[src/rtl/tdpram_master_pkg.sv]
// Shared types and constants for the TDPRAM port master and its read buffer.
package tdpram_master_pkg;

    typedef enum logic [1:0] {
        ST_IDLE  = 2'd0,
        ST_WRITE = 2'd1,
        ST_READ  = 2'd2
    } state_e;

    localparam int unsigned BUF_DEPTH = 2;
    localparam int unsigned PTR_W     = $clog2(BUF_DEPTH);
    localparam int unsigned OCC_W     = $clog2(BUF_DEPTH + 1);

endpackage

[src/rtl/tdpram_rd_skid.sv]
// Two-entry synchronous FIFO carrying {last, data} from the RAM read port to
// the client; the head entry is presented combinationally.
module tdpram_rd_skid
    import tdpram_master_pkg::*;
#(
    parameter int unsigned W = 9
) (
    input  logic             clk,
    input  logic             rst,
    input  logic             push,
    input  logic [W-1:0]     push_data,
    input  logic             pop,
    output logic [W-1:0]     head,
    output logic             valid,
    output logic [OCC_W-1:0] occ
);

    logic [W-1:0]     mem_q [BUF_DEPTH];
    logic [PTR_W-1:0] wr_ptr_q;
    logic [PTR_W-1:0] rd_ptr_q;
    logic [OCC_W-1:0] occ_q;
    logic             do_push;
    logic             do_pop;

    assign valid   = (occ_q != '0);
    assign do_pop  = pop && valid;
    assign do_push = push && ((occ_q != OCC_W'(BUF_DEPTH)) || do_pop);
    assign head    = mem_q[rd_ptr_q];
    assign occ     = occ_q;

    always_ff @(posedge clk or posedge rst) begin
        if (rst) begin
            for (int i = 0; i < int'(BUF_DEPTH); i++) begin
                mem_q[i] <= '0;
            end
            wr_ptr_q <= '0;
            rd_ptr_q <= '0;
            occ_q    <= '0;
        end else begin
            if (do_push) begin
                mem_q[wr_ptr_q] <= push_data;
                wr_ptr_q        <= wr_ptr_q + PTR_W'(1);
            end
            if (do_pop) begin
                rd_ptr_q <= rd_ptr_q + PTR_W'(1);
            end
            // Simultaneous push and pop leaves occupancy unchanged.
            occ_q <= occ_q + OCC_W'(do_push) - OCC_W'(do_pop);
        end
    end

endmodule

[src/rtl/tdpram_port_master.sv]
// Command-driven initiator for one TDPRAM port: write bursts pass straight to
// the RAM pins, read bursts are issued with flow control into a 2-entry buffer.
module tdpram_port_master
    import tdpram_master_pkg::*;
#(
    parameter int unsigned DW    = 8,
    parameter int unsigned AW    = 8,
    parameter int unsigned LW    = 8,
    parameter int unsigned U_DLY = 1
) (
    input  logic          clk,
    input  logic          rst,
    input  logic          cmd_valid,
    output logic          cmd_ready,
    input  logic          cmd_wr,
    input  logic [AW-1:0] cmd_addr,
    input  logic [LW-1:0] cmd_len,
    input  logic          wd_valid,
    output logic          wd_ready,
    input  logic [DW-1:0] wd_data,
    output logic          rd_valid,
    input  logic          rd_ready,
    output logic [DW-1:0] rd_data,
    output logic          rd_last,
    output logic          ram_wr,
    output logic [AW-1:0] ram_addr,
    output logic [DW-1:0] ram_wdata,
    input  logic [DW-1:0] ram_rdata,
    output logic          busy
);

    localparam int unsigned HW = OCC_W + 1;

    state_e           state_q;
    state_e           state_d;
    logic [AW-1:0]    addr_q;
    logic [AW-1:0]    addr_d;
    logic [LW-1:0]    cnt_q;
    logic [LW-1:0]    cnt_d;
    logic             pend_q;
    logic             pend_last_q;
    logic             issue;
    logic             issue_last;
    logic             pop;
    logic             can_issue;
    logic [HW-1:0]    held_after;
    logic [OCC_W-1:0] occ;
    logic [DW:0]      head;
    logic             unused_dly;

    // Simulation-only update delay has no meaning in this delay-free RTL.
    assign unused_dly = (U_DLY != 0);

    assign pop        = rd_valid && rd_ready;
    // Beats held after this cycle's pop must leave room for one more issue.
    assign held_after = HW'(occ) + HW'(pend_q) - HW'(pop);
    assign can_issue  = (held_after < HW'(BUF_DEPTH));
    assign ram_addr   = addr_q;
    assign rd_data    = head[DW-1:0];
    assign rd_last    = head[DW];
    assign busy       = (state_q != ST_IDLE) || (occ != '0) || pend_q;

    always_ff @(posedge clk or posedge rst) begin
        if (rst) begin
            state_q     <= ST_IDLE;
            addr_q      <= '0;
            cnt_q       <= '0;
            pend_q      <= 1'b0;
            pend_last_q <= 1'b0;
        end else begin
            state_q     <= state_d;
            addr_q      <= addr_d;
            cnt_q       <= cnt_d;
            pend_q      <= issue;
            pend_last_q <= issue_last;
        end
    end

    always_comb begin
        state_d    = state_q;
        addr_d     = addr_q;
        cnt_d      = cnt_q;
        cmd_ready  = 1'b0;
        wd_ready   = 1'b0;
        ram_wr     = 1'b0;
        ram_wdata  = '0;
        issue      = 1'b0;
        issue_last = 1'b0;
        case (state_q)
            ST_IDLE: begin
                cmd_ready = !rst;
                if (cmd_valid && cmd_ready) begin
                    addr_d  = cmd_addr;
                    cnt_d   = cmd_len;
                    state_d = cmd_wr ? ST_WRITE : ST_READ;
                end
            end
            ST_WRITE: begin
                wd_ready  = 1'b1;
                ram_wr    = wd_valid;
                ram_wdata = wd_data;
                if (wd_valid) begin
                    addr_d = addr_q + AW'(1);
                    cnt_d  = cnt_q - LW'(1);
                    if (cnt_q == '0) begin
                        state_d = ST_IDLE;
                    end
                end
            end
            ST_READ: begin
                if (can_issue) begin
                    issue  = 1'b1;
                    addr_d = addr_q + AW'(1);
                    cnt_d  = cnt_q - LW'(1);
                    if (cnt_q == '0) begin
                        issue_last = 1'b1;
                        state_d    = ST_IDLE;
                    end
                end
            end
            default: begin
                state_d = ST_IDLE;
            end
        endcase
    end

    tdpram_rd_skid #(
        .W (DW + 1)
    ) u_rd_skid (
        .clk       (clk),
        .rst       (rst),
        .push      (pend_q),
        .push_data ({pend_last_q, ram_rdata}),
        .pop       (pop),
        .head      (head),
        .valid     (rd_valid),
        .occ       (occ)
    );

endmodule

[config.mk]
export PLATFORM = sky130hd
export DESIGN_NAME = tdpram_port_master
export DESIGN_NICKNAME = d
export VERILOG_FILES = /design/src/rtl/tdpram_master_pkg.sv /design/src/rtl/tdpram_rd_skid.sv /design/src/rtl/tdpram_port_master.sv
export SDC_FILE = /design/constraint.sdc
export NUM_CORES = 1
export LEC_CHECK = 0
export ABC_AREA = 1
export BUFFER_PORTS_ARGS = -buffer_cell sky130_fd_sc_hd__buf_2
export CORE_MARGIN = 2
export CORE_UTILIZATION = 51
export CTS_CLUSTER_SIZE = 24
export DETAILED_ROUTE_END_ITERATION = 16
export GPL_ROUTABILITY_DRIVEN = 0
export PLACE_DENSITY_LB_ADDON = 0.25
export SETUP_SLACK_MARGIN = 0.3
export SLEW_MARGIN = 10
export SYNTH_ARGS = -nofsm -noshare
export SYNTH_HDL_FRONTEND = slang
export SYNTH_SLANG_ARGS = --single-unit
[constraint.sdc]
create_clock -name clk -period 3.15 [get_ports clk]
set_input_delay 0.315 -clock clk [delete_from_list [all_inputs] [get_ports clk]]
set_output_delay 0.315 -clock clk [all_outputs]
set_load 0.01 [all_outputs]
==> key figures <==
Worst setup path
  • R2r endpoint: ram_addr[3]
  • R2r setup slk: 0.65 ns
  • Worst Path Arrival: 2.68 ns
  • Startpoint types: flip-flop
  • CP max FO: 23
  • WP data required: 3.33 ns
  • R2R depth: 11
  • Crit Path Category: reg -> reg
  • Critical Path End Type: flip-flop
  • RR Startpoint: u_rd_skid.occ[1]

Detailed routing
  • Routed wire length: 5240 µm
  • Via density per instance: 4.64
  • Drt wl/cell: 10.8 µm
  • Antenna-violating nets left: 0
  • Residual DRC: 0
  • Routed vias: 2262
  • Pre-antenna DRT Iters: 4
  • DRT iter0 DRCs: 107

Hold path
  • Tightest Hold Check Type: in -> async

Pwr
  • Flop pwr share: 31.5%
  • Comb power frac: 54.8%
  • Clk pwr share: 13.7%
  • Peak VDD IR: 0.542 mV
  • Pint: 1680 µW
  • Switching share of total power: 47.2%
  • P_sw: 1500 µW
  • Power density over cell area: 1030 mW/mm²
  • Leak: 0.00178 µW

Logic synthesis
  • Largest family of logic cells by synthesized area: simple AND/OR/NAND/NOR gates
  • Complex-gate fraction of the synthesized area: 9.19%
  • XOR/XNOR Fraction of Synth Area: 0.667%
  • Syn nets: 399
  • Post-Synth Adder-Cell Area: 5.05%
  • Synthesis Warnings: 0
  • Post-Synthesis Cells: 351
  • Ys flop type: dfrtp_1
  • Mux contribution to synthesized area: 0%
  • EDFF count, synth: 0
  • Post-synthesis simple-gate area fraction: 33.7%
  • Unique masters post-synth: 30
  • Mean Syn Cell Area: 7.49 µm²
  • Register area share after synthesis: 40.0%
  • Mapped Area: 0.00263 mm²
  • Asr flop ratio synth: 100%
  • Seq cells post-synth: 42

Clocking
  • Clock-pin slew on the worst setup and hold paths: 0.09 ns
  • Post-CTS Resized: 0
  • Clock Path Buffers: 2
  • Number of setup buffers added after CTS: 0
  • Clock root cell: clkbuf_8
  • CTS Hold Buffers Added: 0
  • Clock sinks: 42
  • Worst-Skew Late Latency: 0.30 ns
  • H-tree Lvls: 2
  • CTS Buf Count: 5
  • TritonCTS clock tree: done

Timing
  • RSZ-0062 raised after global routing: false
  • Endpoints failing setup: 0
  • Final period util: 79.3%
  • Tmin final: 2.50 ns
  • Slew HR: 48.0%
  • Final hold violation count: 0
  • Fin. max-slew vios: 0
  • Sum Neg Setup Slack: 0 ns
  • Clk_skew: 0.0116 ns
  • Measured slew at the worst slew-check pin: 0.780 ns
  • Hold Slack: 0.186 ns
  • Max frequency: 400 MHz

Cells and area
  • Commonest non-fill, non-tap cells in the layout: nand2_1, buf_2, inv_1
  • Final net count: 464
  • Antenna fix cells: 0
  • Layout cells sized above 1: 28.8%
  • Synthesis-to-layout area growth: 17.0%
  • Post-Route Utilization: 61.0%
  • Most common cell after layout, fill and taps aside: nand2_1

Die
  • Die H: 75.8 µm
  • Total core area: 0.00504 mm²
  • Starting Density: 52.1%
  • Full die area: 0.00574 mm²
  • Row Count: 26
  • Die Width: 75.8 µm
  • Io pins: 68

Run
  • Max-cap violations: 0

Placement
  • HPWL after DPL: 3810 µm
  • Port Buffers: 67

Run status
  • Outcome: complete, no violations

Global route
  • Vias in the first global route: 1968
  • Initial antenna violation count: 0
  • Total track usage: 19.6%
  • First-pass GRT wire length: 8650 µm
  • Largest net degree at the start of global routing: 43
  • Global route total overflow: 0
## critical path: stages, from the launching register on
cell and delay [ns]:
dfrtp_1 0.45, nor2_1 0.21, nor2_1 0.10, ha_1 0.28, inv_1 0.07, nand2_1 0.06, fa_1 0.53, nand3_4 0.10
nand2_4 0.08, nand3_4 0.14, inv_6 0.24, o21ai_0 0.11
## logic make-up after synthesis
family / after synthesis
flip-flops: 42
adder cells (fa/ha/maj): 10
XOR/XNOR: 2
buffers and inverters: 62
AO/OA/AOI/OAI: 35
AND/OR/NAND/NOR: 200
## routing by layer
metal  up-vias  routed length, µm  global-route usage, %
met4         0                 17                   5.26
met5         -                  0                      0
met1      1017               2360                   24.7
met3         2                188                   4.50
li1       1199                  -                      -
met2        44               2670                   33.7
## Yosys cell counts (all sizes together) (2+ instances only)
| library cell | number | area, µm² |
|---|---|---|
| buf | 8 | 88.8 |
| clkbuf | 2 | 8.75 |
| dfrtp | 42 | 1050 |
| ha | 9 | 113 |
| inv | 51 | 199 |
| nand2 | 152 | 626 |
| nand3 | 23 | 140 |
| nand4 | 2 | 12.5 |
| nor2 | 18 | 75.1 |
| o21ai | 33 | 218 |
| or2 | 3 | 18.8 |
| xor2 | 2 | 17.5 |
## sequential cells by signal, summed over array words and instances (netlist names)
name and flops:
pend_last_q 1, cnt_q 8, u_rd_skid.wr_ptr_q 1, state_q 2
u_rd_skid.occ 2, ram_addr 8, pend_q 1, u_rd_skid.rd_ptr_q 1
u_rd_skid.mem_q 18
## how the worst max path moves through the flow
stage / from / end / slack (ns) / depth (start not counted)
2_1_floorplan: u_rd_skid.occ[1] / ram_addr[3] / 0.87 / 12
3_3_place_gp: u_rd_skid.occ[1] / ram_addr[3] / 0.74 / 11
3_5_place_dp: u_rd_skid.occ[1] / ram_addr[3] / 0.63 / 11
4_1_cts: u_rd_skid.occ[1] / ram_addr[3] / 0.62 / 11
5_1_grt: u_rd_skid.occ[1] / ram_addr[3] / 0.46 / 12
6_report: u_rd_skid.occ[1] / ram_addr[3] / 0.65 / 11
## layout make-up
class / instances / area [µm²]
multi-input combinational: 247 / 1280
clock buffer: 5 / 68.8
fill: 492 / 1970
inverter: 52 / 203
clock inverter: 3 / 45.0
sequential: 42 / 1050
tap: 70 / 87.6
timing repair buffer: 68 / 343
## per-stage QoR
stage | cell area, µm² | instances | worst slack, ns | power [µW]
finish | 3070 | 487 | 0.653 | 3170
global route | 3070 | 487 | 0.464 | 3510
CTS | 3070 | 487 | 0.624 | 3210
detailed placement | 2960 | 479 | 0.631 | 2770
global placement | 2960 | 479 | 0.737 | 2720
floorplan | 2630 | 351 | 0.875 | 2430
## power groups by stage
stage | clock network, µW | logic (µW) | registers (µW)
floorplan | 0 | 1470 | 964
global placement | 0 | 1720 | 998
detailed placement | 0 | 1760 | 1000
CTS | 449 | 1770 | 997
global route | 469 | 2010 | 1030
finish | 435 | 1740 | 999
(Power assumes the default switching activity.)
